**src/rtl/ext_pipe_if.sv**
```systemverilog
// Request/result bundle for the extension stage.
// The producer and consumer side use master; the extension unit uses slave.
interface ext_pipe_if #(
    parameter int DATA_W = 32,
    parameter int TAG_W  = 5,
    parameter int OFF_W  = $clog2(DATA_W/8)
);
  logic              in_valid;
  logic              in_ready;
  logic [2:0]        in_op;
  logic [DATA_W-1:0] in_data;
  logic [OFF_W-1:0]  in_off;
  logic [TAG_W-1:0]  in_tag;
  logic              out_valid;
  logic              out_ready;
  logic [DATA_W-1:0] out_data;
  logic              out_err;
  logic [TAG_W-1:0]  out_tag;

  modport master (
    output in_valid, in_op, in_data, in_off, in_tag, out_ready,
    input  in_ready, out_valid, out_data, out_err, out_tag
  );

  modport slave (
    input  in_valid, in_op, in_data, in_off, in_tag, out_ready,
    output in_ready, out_valid, out_data, out_err, out_tag
  );
endinterface

```
**src/rtl/ext_pipe.sv**
```systemverilog
// Immediate / load-data extension stage feeding a 2-entry elastic buffer.
// The head entry is held in dedicated registers that drive out_* directly.
module ext_pipe #(
  parameter int DATA_W = 32,
  parameter int IMM_W  = 16,
  parameter int TAG_W  = 5,
  localparam int OFF_W = $clog2(DATA_W/8)
) (
  input  logic        clk,
  input  logic        reset,
  input  logic        flush,
  ext_pipe_if.slave   bus,
  output logic [7:0]  err_cnt
);
  localparam int NB = DATA_W / 8;

  typedef enum logic [2:0] {
    OP_IMM_ZERO = 3'd0,
    OP_IMM_SIGN = 3'd1,
    OP_IMM_HIGH = 3'd2,
    OP_LB_U     = 3'd3,
    OP_LB_S     = 3'd4,
    OP_LH_U     = 3'd5,
    OP_LH_S     = 3'd6,
    OP_LW       = 3'd7
  } op_e;

  logic [7:0]  byte_lane [NB];
  logic [15:0] half_lane [NB/2];

  genvar gi;
  generate
    for (gi = 0; gi < NB; gi++) begin : g_byte
      assign byte_lane[gi] = bus.in_data[8*gi +: 8];
    end
    for (gi = 0; gi < NB/2; gi++) begin : g_half
      assign half_lane[gi] = bus.in_data[16*gi +: 16];
    end
  endgenerate

  logic [IMM_W-1:0]  imm;
  logic [7:0]        sel_byte;
  logic [15:0]       sel_half;
  logic [DATA_W-1:0] ext_data;
  logic              ext_err;

  always_comb begin
    imm      = bus.in_data[IMM_W-1:0];
    sel_byte = byte_lane[bus.in_off];
    // Halfword lanes are indexed by the offset without its low bit; alignment is checked separately.
    sel_half = half_lane[bus.in_off[OFF_W-1:1]];
    ext_data = '0;
    ext_err  = 1'b0;
    case (op_e'(bus.in_op))
      OP_IMM_ZERO: ext_data = {{(DATA_W-IMM_W){1'b0}}, imm};
      OP_IMM_SIGN: ext_data = {{(DATA_W-IMM_W){imm[IMM_W-1]}}, imm};
      OP_IMM_HIGH: ext_data = {imm, {(DATA_W-IMM_W){1'b0}}};
      OP_LB_U:     ext_data = {{(DATA_W-8){1'b0}}, sel_byte};
      OP_LB_S:     ext_data = {{(DATA_W-8){sel_byte[7]}}, sel_byte};
      OP_LH_U:     ext_data = {{(DATA_W-16){1'b0}}, sel_half};
      OP_LH_S:     ext_data = {{(DATA_W-16){sel_half[15]}}, sel_half};
      OP_LW:       ext_data = bus.in_data;
      default:     ext_data = '0;
    endcase
    if ((bus.in_op == OP_LH_U || bus.in_op == OP_LH_S) && bus.in_off[0])
      ext_err = 1'b1;
    if (bus.in_op == OP_LW && bus.in_off != '0)
      ext_err = 1'b1;
    if (ext_err)
      ext_data = '0;
  end

  logic [1:0]        count_q, count_d;
  logic [DATA_W-1:0] head_data_q, head_data_d, tail_data_q, tail_data_d;
  logic              head_err_q, head_err_d, tail_err_q, tail_err_d;
  logic [TAG_W-1:0]  head_tag_q, head_tag_d, tail_tag_q, tail_tag_d;
  logic [7:0]        err_cnt_q, err_cnt_d;
  logic              push, pop;

  // in_ready comes only from the registered count, never from out_ready.
  assign bus.in_ready  = (count_q != 2'd2);
  assign bus.out_valid = (count_q != 2'd0);
  assign bus.out_data  = head_data_q;
  assign bus.out_err   = head_err_q;
  assign bus.out_tag   = head_tag_q;
  assign err_cnt       = err_cnt_q;

  always_comb begin
    push        = bus.in_valid && bus.in_ready && !flush;
    pop         = bus.out_valid && bus.out_ready && !flush;
    count_d     = count_q;
    head_data_d = head_data_q;
    head_err_d  = head_err_q;
    head_tag_d  = head_tag_q;
    tail_data_d = tail_data_q;
    tail_err_d  = tail_err_q;
    tail_tag_d  = tail_tag_q;
    err_cnt_d   = err_cnt_q;
    case (count_q)
      2'd0: begin
        if (push) begin
          head_data_d = ext_data;
          head_err_d  = ext_err;
          head_tag_d  = bus.in_tag;
          count_d     = 2'd1;
        end
      end
      2'd1: begin
        if (push && pop) begin
          head_data_d = ext_data;
          head_err_d  = ext_err;
          head_tag_d  = bus.in_tag;
        end else if (push) begin
          tail_data_d = ext_data;
          tail_err_d  = ext_err;
          tail_tag_d  = bus.in_tag;
          count_d     = 2'd2;
        end else if (pop) begin
          count_d = 2'd0;
        end
      end
      default: begin
        if (pop) begin
          head_data_d = tail_data_q;
          head_err_d  = tail_err_q;
          head_tag_d  = tail_tag_q;
          count_d     = 2'd1;
        end
      end
    endcase
    if (flush)
      count_d = 2'd0;
    if (push && ext_err && err_cnt_q != 8'hFF)
      err_cnt_d = err_cnt_q + 8'd1;
  end

  always_ff @(posedge clk) begin
    if (reset) begin
      count_q     <= 2'd0;
      head_data_q <= '0;
      head_err_q  <= 1'b0;
      head_tag_q  <= '0;
      tail_data_q <= '0;
      tail_err_q  <= 1'b0;
      tail_tag_q  <= '0;
      err_cnt_q   <= 8'd0;
    end else begin
      count_q     <= count_d;
      head_data_q <= head_data_d;
      head_err_q  <= head_err_d;
      head_tag_q  <= head_tag_d;
      tail_data_q <= tail_data_d;
      tail_err_q  <= tail_err_d;
      tail_tag_q  <= tail_tag_d;
      err_cnt_q   <= err_cnt_d;
    end
  end
endmodule

```
**src/flat_wrapper.sv**
```systemverilog
// flat-port wrapper written by rule: the top's interface ports become plain ports
module ext_pipe_flat 
#(
  parameter int DATA_W = 32,
  parameter int IMM_W  = 16,
  parameter int TAG_W  = 5,
  localparam int OFF_W = $clog2(DATA_W/8)
)
  (clk, reset, flush, err_cnt, bus_in_valid, bus_in_op, bus_in_data, bus_in_off, bus_in_tag, bus_out_ready, bus_in_ready, bus_out_valid, bus_out_data, bus_out_err, bus_out_tag);
  ext_pipe_if #(.DATA_W(DATA_W), .TAG_W(TAG_W), .OFF_W(($clog2(DATA_W/8)))) bus_i ();
  input  logic clk;
  input  logic reset;
  input  logic flush;
  output logic [7:0] err_cnt;
  input wire logic [$bits(bus_i.in_valid)-1:0] bus_in_valid;
  input wire logic [$bits(bus_i.in_op)-1:0] bus_in_op;
  input wire logic [$bits(bus_i.in_data)-1:0] bus_in_data;
  input wire logic [$bits(bus_i.in_off)-1:0] bus_in_off;
  input wire logic [$bits(bus_i.in_tag)-1:0] bus_in_tag;
  input wire logic [$bits(bus_i.out_ready)-1:0] bus_out_ready;
  output wire logic [$bits(bus_i.in_ready)-1:0] bus_in_ready;
  output wire logic [$bits(bus_i.out_valid)-1:0] bus_out_valid;
  output wire logic [$bits(bus_i.out_data)-1:0] bus_out_data;
  output wire logic [$bits(bus_i.out_err)-1:0] bus_out_err;
  output wire logic [$bits(bus_i.out_tag)-1:0] bus_out_tag;
  assign bus_i.in_valid = bus_in_valid;
  assign bus_i.in_op = bus_in_op;
  assign bus_i.in_data = bus_in_data;
  assign bus_i.in_off = bus_in_off;
  assign bus_i.in_tag = bus_in_tag;
  assign bus_i.out_ready = bus_out_ready;
  assign bus_in_ready = bus_i.in_ready;
  assign bus_out_valid = bus_i.out_valid;
  assign bus_out_data = bus_i.out_data;
  assign bus_out_err = bus_i.out_err;
  assign bus_out_tag = bus_i.out_tag;
  ext_pipe #(.DATA_W(DATA_W), .IMM_W(IMM_W), .TAG_W(TAG_W)) u_core (.clk(clk), .reset(reset), .flush(flush), .bus(bus_i), .err_cnt(err_cnt));
endmodule
```
**config.mk**
```make
export PLATFORM = sky130hd
export DESIGN_NAME = ext_pipe_flat
export DESIGN_NICKNAME = d
export VERILOG_FILES = /design/src/rtl/ext_pipe_if.sv /design/src/rtl/ext_pipe.sv /design/src/flat_wrapper.sv
export SDC_FILE = /design/constraint.sdc
export NUM_CORES = 1
export LEC_CHECK = 0
export BUFFER_PORTS_ARGS = -buffer_cell sky130_fd_sc_hd__buf_2
export CAP_MARGIN = 20
export CORE_MARGIN = 10
export CORE_UTILIZATION = 45
export CTS_BUF_LIST = sky130_fd_sc_hd__clkbuf_2 sky130_fd_sc_hd__clkbuf_4 sky130_fd_sc_hd__clkbuf_8
export DETAILED_ROUTE_END_ITERATION = 8
export PLACE_DENSITY = 0.68
export SLEW_MARGIN = 20
export SYNTH_ARGS = -nofsm -noshare
export SYNTH_HDL_FRONTEND = slang
export SYNTH_SLANG_ARGS = --single-unit
```
**constraint.sdc**
```tcl
create_clock -name clk -period 3.2 [get_ports clk]
set_clock_uncertainty 0.15 [all_clocks]
set_input_delay 0.32 -clock clk [delete_from_list [all_inputs] [get_ports clk]]
set_output_delay 0.32 -clock clk [all_outputs]
set_load 0.1 [all_outputs]
```
==> impl_results.md <==
* Global-route wire length before repair at 22500 µm
* PortBufs at 94
* Total track usage at 0.187
* Detail Placement HPWL at 10200 µm
* Initial antenna violation count at 0
* CP Max Fanout at 30
* Top cells by area, synth: dfxtp_1 (37%), a22oi_1 (5.8%), nor2_1 (5.6%), o21ai_0 (4.1%), nand2_1 (3.2%)
* DRT Wirelength at 14100 µm
* # diodes at 0
* CTS resizes at 0
* Fin. Hold Viols at 0
* # hold bufs at CTS at 0
* # DRC at 0
* #FFs+latches synth at 86
* Worst EP required at 3.29 ns
* Leakage at 0.00200 µW
* Core footprint at 9910 µm²
* Setup TNS at 0 ns
* Setup Buffers After CTS at 0
* Power per standard cell area at 476 nW/µm²
* Num CTS Buffers at 9
* CTS root buf: clkbuf_8
* P&R area growth vs syn at 13.6%
* Syn_area_per_cell at 8.33 µm²
* Worst min-delay path class: input pin to flop
* Vias at 4611
* Worst skew pair latency at 0.35 ns
* Ys flop type: dfxtp_1
* Htree depth at 3
* Most numerous cell in the Yosys netlist: dfxtp_1
* Outcome: complete, no violations
* Ys Warns at 0
* Synthesized area at 4620 µm²
* Initial Util at 0.466
* Power Total at 2500 µW
* Die width at 121 µm
* Die Y at 121 µm
* Ratio of final minimum period to clock period at 0.738
* Die area at 14700 µm²
* Iter 0 DRT Violations at 495
* Register area share after synthesis at 0.372
* Max Root-Sink Buffers at 2
* Worst-path clk slew at 0.08 ns
* Slew Limit Fails at 0
* Share of flip-flops with an asynchronous set or reset at 0
* DR WL/cell at 18.7 µm
* GPL Wtd Cong at 0.971
* NumNets Final at 665
* Crit end category: flop
* Number of I/O pins at 95
* EDFF count, synth at 0
* Syn Inst Count at 555
* Pre-antenna DRT Iters at 5
* CP Data Arrival Time at 2.45 ns
* CP startpoint kind: input pin
* # rows at 36
* Max Freq at 0.424 GHz
* Yosys top cell by area: dfxtp_1
* Vias per inst at 6.11
* Peak VDD IR at 0.251 mV
* Largest net degree at the start of global routing at 57
* Global route overflow at 0
* Synth top area share at 0.372
* Post-synth net total at 603
* Min Tclk post-route at 2.36 ns
* RSZ-0062 raised after global routing: false
* Vias in the first global route at 4306
* Count of clock tree sinks at 86
* Final setup vio count at 0
* Relative slew slack at 0.456
* CP Class: input pin to flop
* Post-route ant nets at 0
* Top post-synthesis cells by count: dfxtp_1 (86), nor2_1 (69), nand2_1 (40), o21ai_0 (38), a22oi_1 (36)
* Worst Tran Pin Value at 0.815 ns
* Library cells used by synthesis at 61
* Max_cap viols at 0
* Fraction of layout instances using a drive strength above 1 at 0.232
* CTS tree: yes
* FILL cells at 978
==> cell families (layout without fill, tap and decap cells) <==
| kind of cell | count (synthesis) | count (layout) | share of synthesized area |
|---|---|---|---|
| flops | 86 | 86 | 0.372 |
| mux | 13 | 13 | 0.0333 |
| buf+inv | 65 | 132 | 0.0755 |
| simple gates | 183 | 183 | 0.187 |
| compound gates | 198 | 198 | 0.312 |
| fa+ha+maj | 2 | 2 | 0.00487 |
| xor+xnor | 8 | 8 | 0.0152 |
==> sequential cells by signal, indices dropped and copies added (netlist names) <==
name and cells:
u_core.count_q 2, u_core.bus.out_data 32, u_core.err_cnt 8, u_core.bus.out_err 1, u_core.tail_tag_q 5, u_core.bus.out_tag 5
u_core.tail_data_q 32, u_core.tail_err_q 1
==> power breakdown <==
part	internal (µW)	switching (µW)
combinational	145	456
clock	391	388
sequential	1100	18.0
==> layout make-up <==
cell class	instances	area [µm²]	area share
Timing Repair Buffer	105	553	0.105
Clock buffer	11	145	0.0276
Sequential cell	86	1720	0.328
Multi-Input combinational cell	404	2560	0.488
Inverter	11	41.3	0.00786
Clock inverter	5	58.8	0.0112
Tap cell	133	166	0.0317
==> path summary, 6_finish.rpt <==
check / startpoint / to / slack, ns / depth (start not counted)
max: bus_in_off[1] / u_core.bus.out_data[16] / 0.84 / 7
min reg2reg: u_core.tail_tag_q[2] / u_core.tail_tag_q[2] / 0.31 / 2
max reg2reg: u_core.count_q[1] / u_core.bus.out_data[21] / 0.98 / 5
min: bus_out_ready / u_core.count_q[1] / 0.02 / 2
==> metrics by stage <==
step / setup WS (ns) / hold slack (ns) / instance area (µm²) / std cells / util
2_1_floorplan: 0.722 / 0.248 / 4620 / 555 / -
4_1_cts: 0.889 / 0.0119 / 5250 / 755 / 0.530
3_5_place_dp: 0.511 / 0.298 / 5050 / 739 / 0.509
3_3_place_gp: 0.571 / 0.293 / 5050 / 739 / 0.509
5_1_grt: 0.710 / 0.0292 / 5250 / 755 / 0.530
6_report: 0.839 / 0.0223 / 5250 / 755 / 0.530
==> routing by layer <==
layer,share of wire,global-route usage,vias to the layer above
met2,0.46,0.289,232
li1,-,-,2201
met4,0.018,0.0559,0
met3,0.094,0.0563,29
met5,0,0,-
met1,0.43,0.246,2149
==> placed cells by master (no fill, tap or decap), types with 6 or more instances in the layout <==
master	netlist	final
clkbuf_8	0	10
a221oi_1	15	15
buf_2	18	94
dfxtp_1	86	85
buf_4	6	11
nand3_1	16	16
nor2_1	69	69
a211oi_1	16	16
mux2i_1	6	6
a222oi_1	6	6
xnor2_1	7	7
o211ai_1	20	20
a21oi_1	28	28
nor2b_1	7	7
a22oi_1	36	36
nand2_1	40	40
or3_1	7	7
inv_1	11	11
o21ai_0	38	38
a31oi_1	9	9
nor3_1	12	12
==> worst max-delay path, stage by stage <==
cell      delay, ns
buf_2          0.42
mux4_2         0.62
nand2_1        0.21
buf_4          0.25
o211ai_1       0.19
a221oi_1       0.35
nor2_1         0.08
Note: power is estimated with default switching activity, not from simulation.
